## config.mk

```make
export PLATFORM = sky130hd
export DESIGN_NAME = tdm_demultiplexer
export DESIGN_NICKNAME = d
export VERILOG_FILES = /design/src/rtl/tdm_pkg.sv /design/src/rtl/tdm_slot_tracker.sv /design/src/rtl/tdm_demultiplexer.sv
export SDC_FILE = /design/constraint.sdc
export NUM_CORES = 1
export LEC_CHECK = 0
export ABC_AREA = 1
export BUFFER_PORTS_ARGS = -buffer_cell sky130_fd_sc_hd__buf_4
export CORE_MARGIN = 8
export CORE_UTILIZATION = 48
export CTS_CLUSTER_SIZE = 16
export DETAILED_ROUTE_END_ITERATION = 16
export GPL_ROUTABILITY_DRIVEN = 1
export PLACE_DENSITY = 0.74
export SLEW_MARGIN = 10
export SYNTH_ARGS = -nofsm -noshare
export SYNTH_HDL_FRONTEND = slang
export SYNTH_SLANG_ARGS = --single-unit
```

## constraint.sdc

```tcl
create_clock -name clk_n -period 1.85 [get_ports clk_n]
set_clock_uncertainty 0.1 [all_clocks]
set_input_delay 0.2775 -clock clk_n [delete_from_list [all_inputs] [get_ports clk_n]]
set_output_delay 0.2775 -clock clk_n [all_outputs]
set_load 0.005 [all_outputs]
```

## src/rtl/tdm_pkg.sv

```systemverilog
// Shared definitions for the 4-channel TDM link (transmit mux and receive demux).
package tdm_pkg;

  localparam int SLOT_W = 2;
  localparam int NUM_CH = 4;

  typedef logic [SLOT_W-1:0] slot_t;

  typedef enum logic {
    ST_IDLE = 1'b0,
    ST_RUN  = 1'b1
  } state_e;

  function automatic logic [NUM_CH-1:0] slot_onehot(input slot_t s);
    logic [NUM_CH-1:0] oh;
    oh    = '0;
    oh[s] = 1'b1;
    return oh;
  endfunction

endpackage

```

## src/rtl/tdm_slot_tracker.sv

```systemverilog
// Frame alignment tracker: follows SOF markers, counts slots, flags alignment errors.
//
//   state   | meaning
//   --------+-----------------------------------------------------------
//   ST_IDLE | not aligned; waiting for a beat carrying SOF
//   ST_RUN  | aligned; slot_q is the slot index the next beat must carry
module tdm_slot_tracker
  import tdm_pkg::*;
(
  input  logic              clk_i,
  input  logic              rst_i,
  input  logic              valid_i,
  input  logic              sof_i,
  output logic [NUM_CH-1:0] wr_en_o,
  output logic              frame_done_o,
  output logic              sync_err_o,
  output logic              locked_o,
  output slot_t             slot_o
);

  state_e state_q;
  slot_t  slot_q;
  logic   frame_done_q;
  logic   sync_err_q;

  // Write enable is combinational so the data register captures the same beat.
  always_comb begin
    wr_en_o = '0;
    if (valid_i) begin
      if (sof_i) begin
        wr_en_o = slot_onehot(slot_t'(0));
      end else if (state_q == ST_RUN && slot_q != slot_t'(0)) begin
        wr_en_o = slot_onehot(slot_q);
      end
    end
  end

  always_ff @(posedge clk_i) begin
    if (rst_i) begin
      state_q      <= ST_IDLE;
      slot_q       <= '0;
      frame_done_q <= 1'b0;
      sync_err_q   <= 1'b0;
    end else begin
      frame_done_q <= 1'b0;
      sync_err_q   <= 1'b0;
      if (valid_i) begin
        unique case (state_q)
          ST_IDLE: begin
            if (sof_i) begin
              state_q <= ST_RUN;
              slot_q  <= slot_t'(1);
            end
          end
          ST_RUN: begin
            if (sof_i) begin
              // Early SOF abandons the partial frame but stays aligned.
              sync_err_q <= (slot_q != slot_t'(0));
              slot_q     <= slot_t'(1);
            end else if (slot_q == slot_t'(0)) begin
              sync_err_q <= 1'b1;
              state_q    <= ST_IDLE;
              slot_q     <= '0;
            end else begin
              frame_done_q <= (slot_q == slot_t'(NUM_CH - 1));
              slot_q       <= slot_q + slot_t'(1);
            end
          end
          default: begin
            state_q <= ST_IDLE;
            slot_q  <= '0;
          end
        endcase
      end
    end
  end

  assign frame_done_o = frame_done_q;
  assign sync_err_o   = sync_err_q;
  assign locked_o     = (state_q == ST_RUN);
  assign slot_o       = slot_q;

endmodule

```

## src/rtl/tdm_demultiplexer.sv

```systemverilog
// Receive-side TDM demultiplexer: steers beats into four registered channel outputs.
// Define TDM_DEMUX_FRAME_LATCH_EN to publish whole frames at once from shadow registers.
module tdm_demultiplexer
  import tdm_pkg::*;
#(
  parameter int WIDTH = 4
) (
  input  logic              clk_n,
  input  logic              reset_n,
  input  logic              in_valid,
  input  logic              in_sof,
  input  logic [WIDTH-1:0]  in_data,
  output logic [WIDTH-1:0]  output1,
  output logic [WIDTH-1:0]  output2,
  output logic [WIDTH-1:0]  output3,
  output logic [WIDTH-1:0]  output4,
  output logic [NUM_CH-1:0] out_valid,
  output logic              frame_done,
  output logic              sync_err,
  output logic              locked,
  output logic [SLOT_W-1:0] slot
);

  logic [NUM_CH-1:0] wr_en;
  slot_t             slot_w;

  logic [WIDTH-1:0]  out_q [NUM_CH];
  logic [WIDTH-1:0]  out_d [NUM_CH];
  logic [NUM_CH-1:0] out_valid_q;
  logic [NUM_CH-1:0] out_valid_d;

  tdm_slot_tracker u_tracker (
    .clk_i        (clk_n),
    .rst_i        (reset_n),
    .valid_i      (in_valid),
    .sof_i        (in_sof),
    .wr_en_o      (wr_en),
    .frame_done_o (frame_done),
    .sync_err_o   (sync_err),
    .locked_o     (locked),
    .slot_o       (slot_w)
  );

`ifdef TDM_DEMUX_FRAME_LATCH_EN
  // The last slot bypasses the shadows and goes straight to its output.
  logic [WIDTH-1:0] shadow_q [NUM_CH-1];
  logic [WIDTH-1:0] shadow_d [NUM_CH-1];

  always_comb begin
    for (int i = 0; i < NUM_CH - 1; i++) begin
      shadow_d[i] = wr_en[i] ? in_data : shadow_q[i];
    end
    for (int i = 0; i < NUM_CH; i++) begin
      out_d[i] = out_q[i];
    end
    out_valid_d = '0;
    if (wr_en[NUM_CH-1]) begin
      for (int i = 0; i < NUM_CH - 1; i++) begin
        out_d[i] = shadow_q[i];
      end
      out_d[NUM_CH-1] = in_data;
      out_valid_d     = '1;
    end
  end

  always_ff @(posedge clk_n) begin
    if (reset_n) begin
      for (int i = 0; i < NUM_CH - 1; i++) begin
        shadow_q[i] <= '0;
      end
    end else begin
      for (int i = 0; i < NUM_CH - 1; i++) begin
        shadow_q[i] <= shadow_d[i];
      end
    end
  end
`else
  always_comb begin
    for (int i = 0; i < NUM_CH; i++) begin
      out_d[i] = wr_en[i] ? in_data : out_q[i];
    end
    out_valid_d = wr_en;
  end
`endif

  always_ff @(posedge clk_n) begin
    if (reset_n) begin
      for (int i = 0; i < NUM_CH; i++) begin
        out_q[i] <= '0;
      end
      out_valid_q <= '0;
    end else begin
      for (int i = 0; i < NUM_CH; i++) begin
        out_q[i] <= out_d[i];
      end
      out_valid_q <= out_valid_d;
    end
  end

  assign output1   = out_q[0];
  assign output2   = out_q[1];
  assign output3   = out_q[2];
  assign output4   = out_q[3];
  assign out_valid = out_valid_q;
  assign slot      = slot_w;

endmodule

```

### After elaboration in Yosys (flattened, before gate mapping)

Memories as Yosys holds them, arrays and structs flattened.
Cells that the tools add are included.

| operators by class | value |
|---|---|
| $add $sub $neg | 1 |
| order comparisons | 2 |
| bitwise logic cells | 6 |
| muxes and demuxes | 26 |
| equality and inequality tests | 2 |
| reduce and logical (&&, ||, !) cells | 7 |

Operators with widths:

| kind | count |
|---|---|
| $mux 4 | 11 |
| $mux 1 | 9 |
| $mux 2 | 3 |
| $reduce_or 5->1 | 1 |
| $or 1x1->1 | 4 |
| $pmux 2 s2 | 1 |
| $lt 2x3->1 const B | 1 |
| $reduce_or 3->1 | 1 |
| $add 2x1->2 const B | 1 |
| $demux 1 s2 | 1 |
| $eq 2x2->1 const B | 1 |
| $ge 2x1->1 const B | 1 |
| $logic_and 1x1->1 | 2 |
| $logic_not 2->1 | 1 |
| $ne 2x2->1 const B | 1 |
| $not 1->1 | 2 |
| $pmux 1 s2 | 1 |
| $reduce_and 2->1 | 1 |
| $reduce_bool 2->1 | 1 |

| word-level totals | value |
|---|---|
| memories | 1 |
| output and inout port bits | 25 |
| flip-flop bits (word level) | 9 |
| memory bits (writable) | 16 |

Memories:

| name | depth | bits a word | read ports | clocked after memory_dff | write ports | line | text |
|---|---|---|---|---|---|---|---|
| out_q | 4 | 4 | 4 | 0 | 4 | tdm_demultiplexer.sv:27 | `logic [WIDTH-1:0] out_q [NUM_CH];` |

### Longest topological paths before layout

| logic depth | value |
|---|---|
| depth after elaboration | 9 |
| depth in mapped cells | 8 |
| depth with buffers taken out | 8 |

### Cells and area by module

A second synthesis with hierarchy kept.

| second synthesis, totals | value |
|---|---|
| cell total of the unflattened synthesis | 142 |
| area total of the unflattened synthesis | 1028.5 um^2 |

By module, submodules not included:

| module | times used | area each (um^2) | seq. area each (um^2) | cells an instance |
|---|---|---|---|---|
| tdm_demultiplexer | 1 | 725.7 | 400.4 | 102 |
| tdm_slot_tracker | 1 | 302.8 | 100.1 | 40 |

### Worst setup path after synthesis

OpenSTA, ideal clock, no wires.

| timing | value |
|---|---|
| path kind | register to register |
| from | register u_tracker.slot_q[0], in the netlist u_tracker.slot_o[0] |
| to | memory out_q[2][3] |
| buffers on the path | 0 |
| data required time | 1.637 ns |
| cell stages (with the launch flop) | 9 |
| arrival | 1.196 ns |
| setup slack | 0.441 ns |
| period minus slack after synthesis | 1.409 ns |
| cell sequence | dfxtp_1 > inv_1 > ha_1 > inv_1 > nand3_1 > nor2_4 > nand2_1 > nand2_1 > nor2_1 |

RTL lines:

| element | line | text |
|---|---|---|
| start: declaration | tdm_slot_tracker.sv:22 | `slot_t slot_q;` |
| start signal: assignment | tdm_slot_tracker.sv:52 | `slot_q <= slot_t'(1);` |
| start signal: assignment | tdm_slot_tracker.sv:59 | `slot_q <= slot_t'(1);` |
| start signal: assignment | tdm_slot_tracker.sv:66 | `slot_q <= slot_q + slot_t'(1);` |
| end: declaration | tdm_demultiplexer.sv:27 |  |

==> reports/metrics.yaml <==
dp_hpwl_mm: 1.79
final_period_minus_worst_setup_slack_ns: 1.56
wl_per_cell_microns: 12.2
max_cap_violations: 0
placement.io_buffers: 32
cts_max_path_buffers: 2
min_from: "reset_n"
cts_sinks: 25
result_of_the_run: "finished clean"
grt_overflow_total: 0
route.detailed.drc: 0
drive_gt1_frac: 0.277
biggest_area_contributors_in_the_synthesized_netlist: "dfxtp_1 (50%), nand2_1 (9.7%), nor2_1 (9.7%)"
initial_utilization: 0.510
whs_endpoint: "u_tracker.slot_o[1]$_SDFFE_PP0P_"
relSlewSlack: 0.673
mappedNetlistArea_sq_mm: 0.00100
fin_worst_hold_slack_ns: 0.0780
cts_tree: "done"
wire_length_of_the_first_global_routing_pass_mm: 3.50
final_antenna_net_count: 0
drt-total-wl_mm: 2.27
p_leak_uw: 0.000612
max_slew.worst_pin.slew_ns: 0.490
antenna_cells: 0
fp.dieArea_sq_mm: 0.00380
power_density_mw_per_mm2: 694
synthesized_area_per_cell_sq_um: 8.01
grt_pass1_vias: 786
grt_usage: 0.122
yosys.area.top_type: "dfxtp_1"
fin_nets: 174
syn-instance-count: 125
cp_top_family: "simple AND/OR/NAND/NOR gates"
ctsHtreeMaxLevel: 1
r2r_slack_ns: 0.29
hold_buffers: 0
path_depth: 8
worstSetupStartpointType: "flip-flop"
core_region_area_sq_mm: 0.00196
cp-end-kind: "flip-flop"
critPathSlowestCell: "dfxtp_1"
cts_root_buffer: "clkbuf_4"
max_clock_freq_mhz: 641
r2r.worst_path.cells: 8
postCtsSetupRepairBufs: 0
crit_chain: "inv_1 > ha_1 > inv_1 > nand3_1 > nor2_4 > nand2_1 > nand2_1 > nor2_1"
ys_types: 18
critPathArrivalTime_ns: 1.68
vias_per_cell: 4.68
clkSlewWorstSetupHoldPaths_ns: 0.13
final_common_cell: "buf_4"
routabilityCongestion: 0.860
number_of_antenna_violations_at_the_first_check_in_global_routing: 0
cts_resized: 0
critPathRequiredTime_ns: 1.97
io-pin-count: 33
mappedNetlistNets: 139
die_h_microns: 61.7
worst_hold_path_type: "input port to flip-flop"
areaGrowthSynthToFinish_pct: 28.9
r2r-end: "out_q[1][3]$_SDFFE_PP0P_"
setup_tns_final_ns: 0
cp_max_fo: 8
maxSlewViolCount: 0
fill_cells: 191
overall_via_count_from_detail_route: 870
tritoncts.num_buffers: 3
holdPathStages: 2
synth.ff_latch_count: 25
irDropWorstVdd_mv: 0.436
top_area_cell_type_share_of_the_netlist_area: 0.500
yosys_warnings: 0
grt_start_max_net_pins: 19
synth-seq-area-share: 0.500
first_pass_iters: 4
die_width_microns: 61.7
reg2reg_from: "u_tracker.slot_o[0]$_SDFFE_PP0P_"
std_cell_rows: 16
rsz_0062_raised_after_global_routing: "no"
layout.cells.most_common_list: "buf_4 (32), nor2_1 (26), nand2_1 (26)"
setup_violation_total_in_the_final_timing_report: 0
first_iter_violations: 32
insertion_delay_of_the_later_clocked_pin_in_the_worst_skew_pair_ns: 0.30
finalHoldViolations: 0
period_share: 0.843
max_stage_delay_ns: 0.42
total_buffers_and_inverters_traversed_by_the_critical_path: 2
worstSetupPathType: "flip-flop to flip-flop"
==> kinds of logic (layout without fill, tap and decap cells) <==
logic type	count (synthesis)	in the layout	share of synthesized area
simple gates	68	68	0.307
flops	25	25	0.500
fa+ha+maj	6	6	0.0750
compound gates	12	12	0.0600
buf+inv	14	48	0.0575
==> routing by layer <==
metal / track usage / wire [microns]
met1: 0.141 / 975
met2: 0.211 / 1130
met3: 0.0188 / 142
met4: 0.0584 / 27
met5: 0 / 0
==> where the power goes <==
group	internal [uW]	leakage, uW	switching, uW
Sequential	550	0.000203	9.08
Combinational	38.9	0.000391	51.9
Clock	80.8	0.0000177	165
Total	670	0.000612	226
==> sequential cells by signal, indices dropped and copies added (netlist names) <==
register and count:
out_q 16, out_valid 4, u_tracker.frame_done_o 1, u_tracker.locked_o 1, u_tracker.slot_o 2, u_tracker.sync_err_o 1
==> cell type report <==
cell class                      instances  area [sq um]  share of cell area
Sequential cell                        25           500               0.388
Multi-Input combinational cell         86           443               0.343
Timing Repair Buffer                   32           240               0.186
Inverter                               12          45.0              0.0349
Tap cell                               27          33.8              0.0262
Clock buffer                            3          22.5              0.0175
Clock inverter                          1          5.00             0.00388
==> synth_stat cells <==
library cell	instances
a21oi_1	6
buf_2	1
buf_4	1
dfxtp_1	25
ha_1	6
inv_1	10
inv_2	2
nand2_1	26
nand2_2	1
nand2_4	1
nand3_1	3
nand3_2	1
nand4_1	1
nor2_1	26
nor2_4	3
nor3_1	6
o21ai_0	4
o21ai_1	2
==> worst max-delay path by stage <==
stage | start | slack, ns | to
floorplan | u_tracker.slot_o[0]$_SDFFE_PP0P_ | 0.44 | out_q[2][3]$_SDFFE_PP0P_
global placement | u_tracker.slot_o[0]$_SDFFE_PP0P_ | 0.34 | out_q[1][1]$_SDFFE_PP0P_
detailed placement | u_tracker.slot_o[0]$_SDFFE_PP0P_ | 0.29 | out_q[1][3]$_SDFFE_PP0P_
CTS | u_tracker.slot_o[0]$_SDFFE_PP0P_ | 0.27 | out_q[1][3]$_SDFFE_PP0P_
global route | u_tracker.slot_o[1]$_SDFFE_PP0P_ | 0.13 | out_q[1][3]$_SDFFE_PP0P_
finish | u_tracker.slot_o[0]$_SDFFE_PP0P_ | 0.29 | out_q[1][3]$_SDFFE_PP0P_
==> metrics by stage <==
stage | power [uW] | setup WS (ns) | cells | utilization | instance area [sq um]
floorplan | 620 | 0.441 | 125 | - | 1000
global route | 929 | 0.135 | 186 | 0.658 | 1290
CTS | 897 | 0.272 | 186 | 0.658 | 1290
finish | 895 | 0.290 | 186 | 0.658 | 1290
global placement | 659 | 0.337 | 182 | 0.643 | 1260
detailed placement | 662 | 0.289 | 182 | 0.643 | 1260
Power figures use the tool's default switching activity.
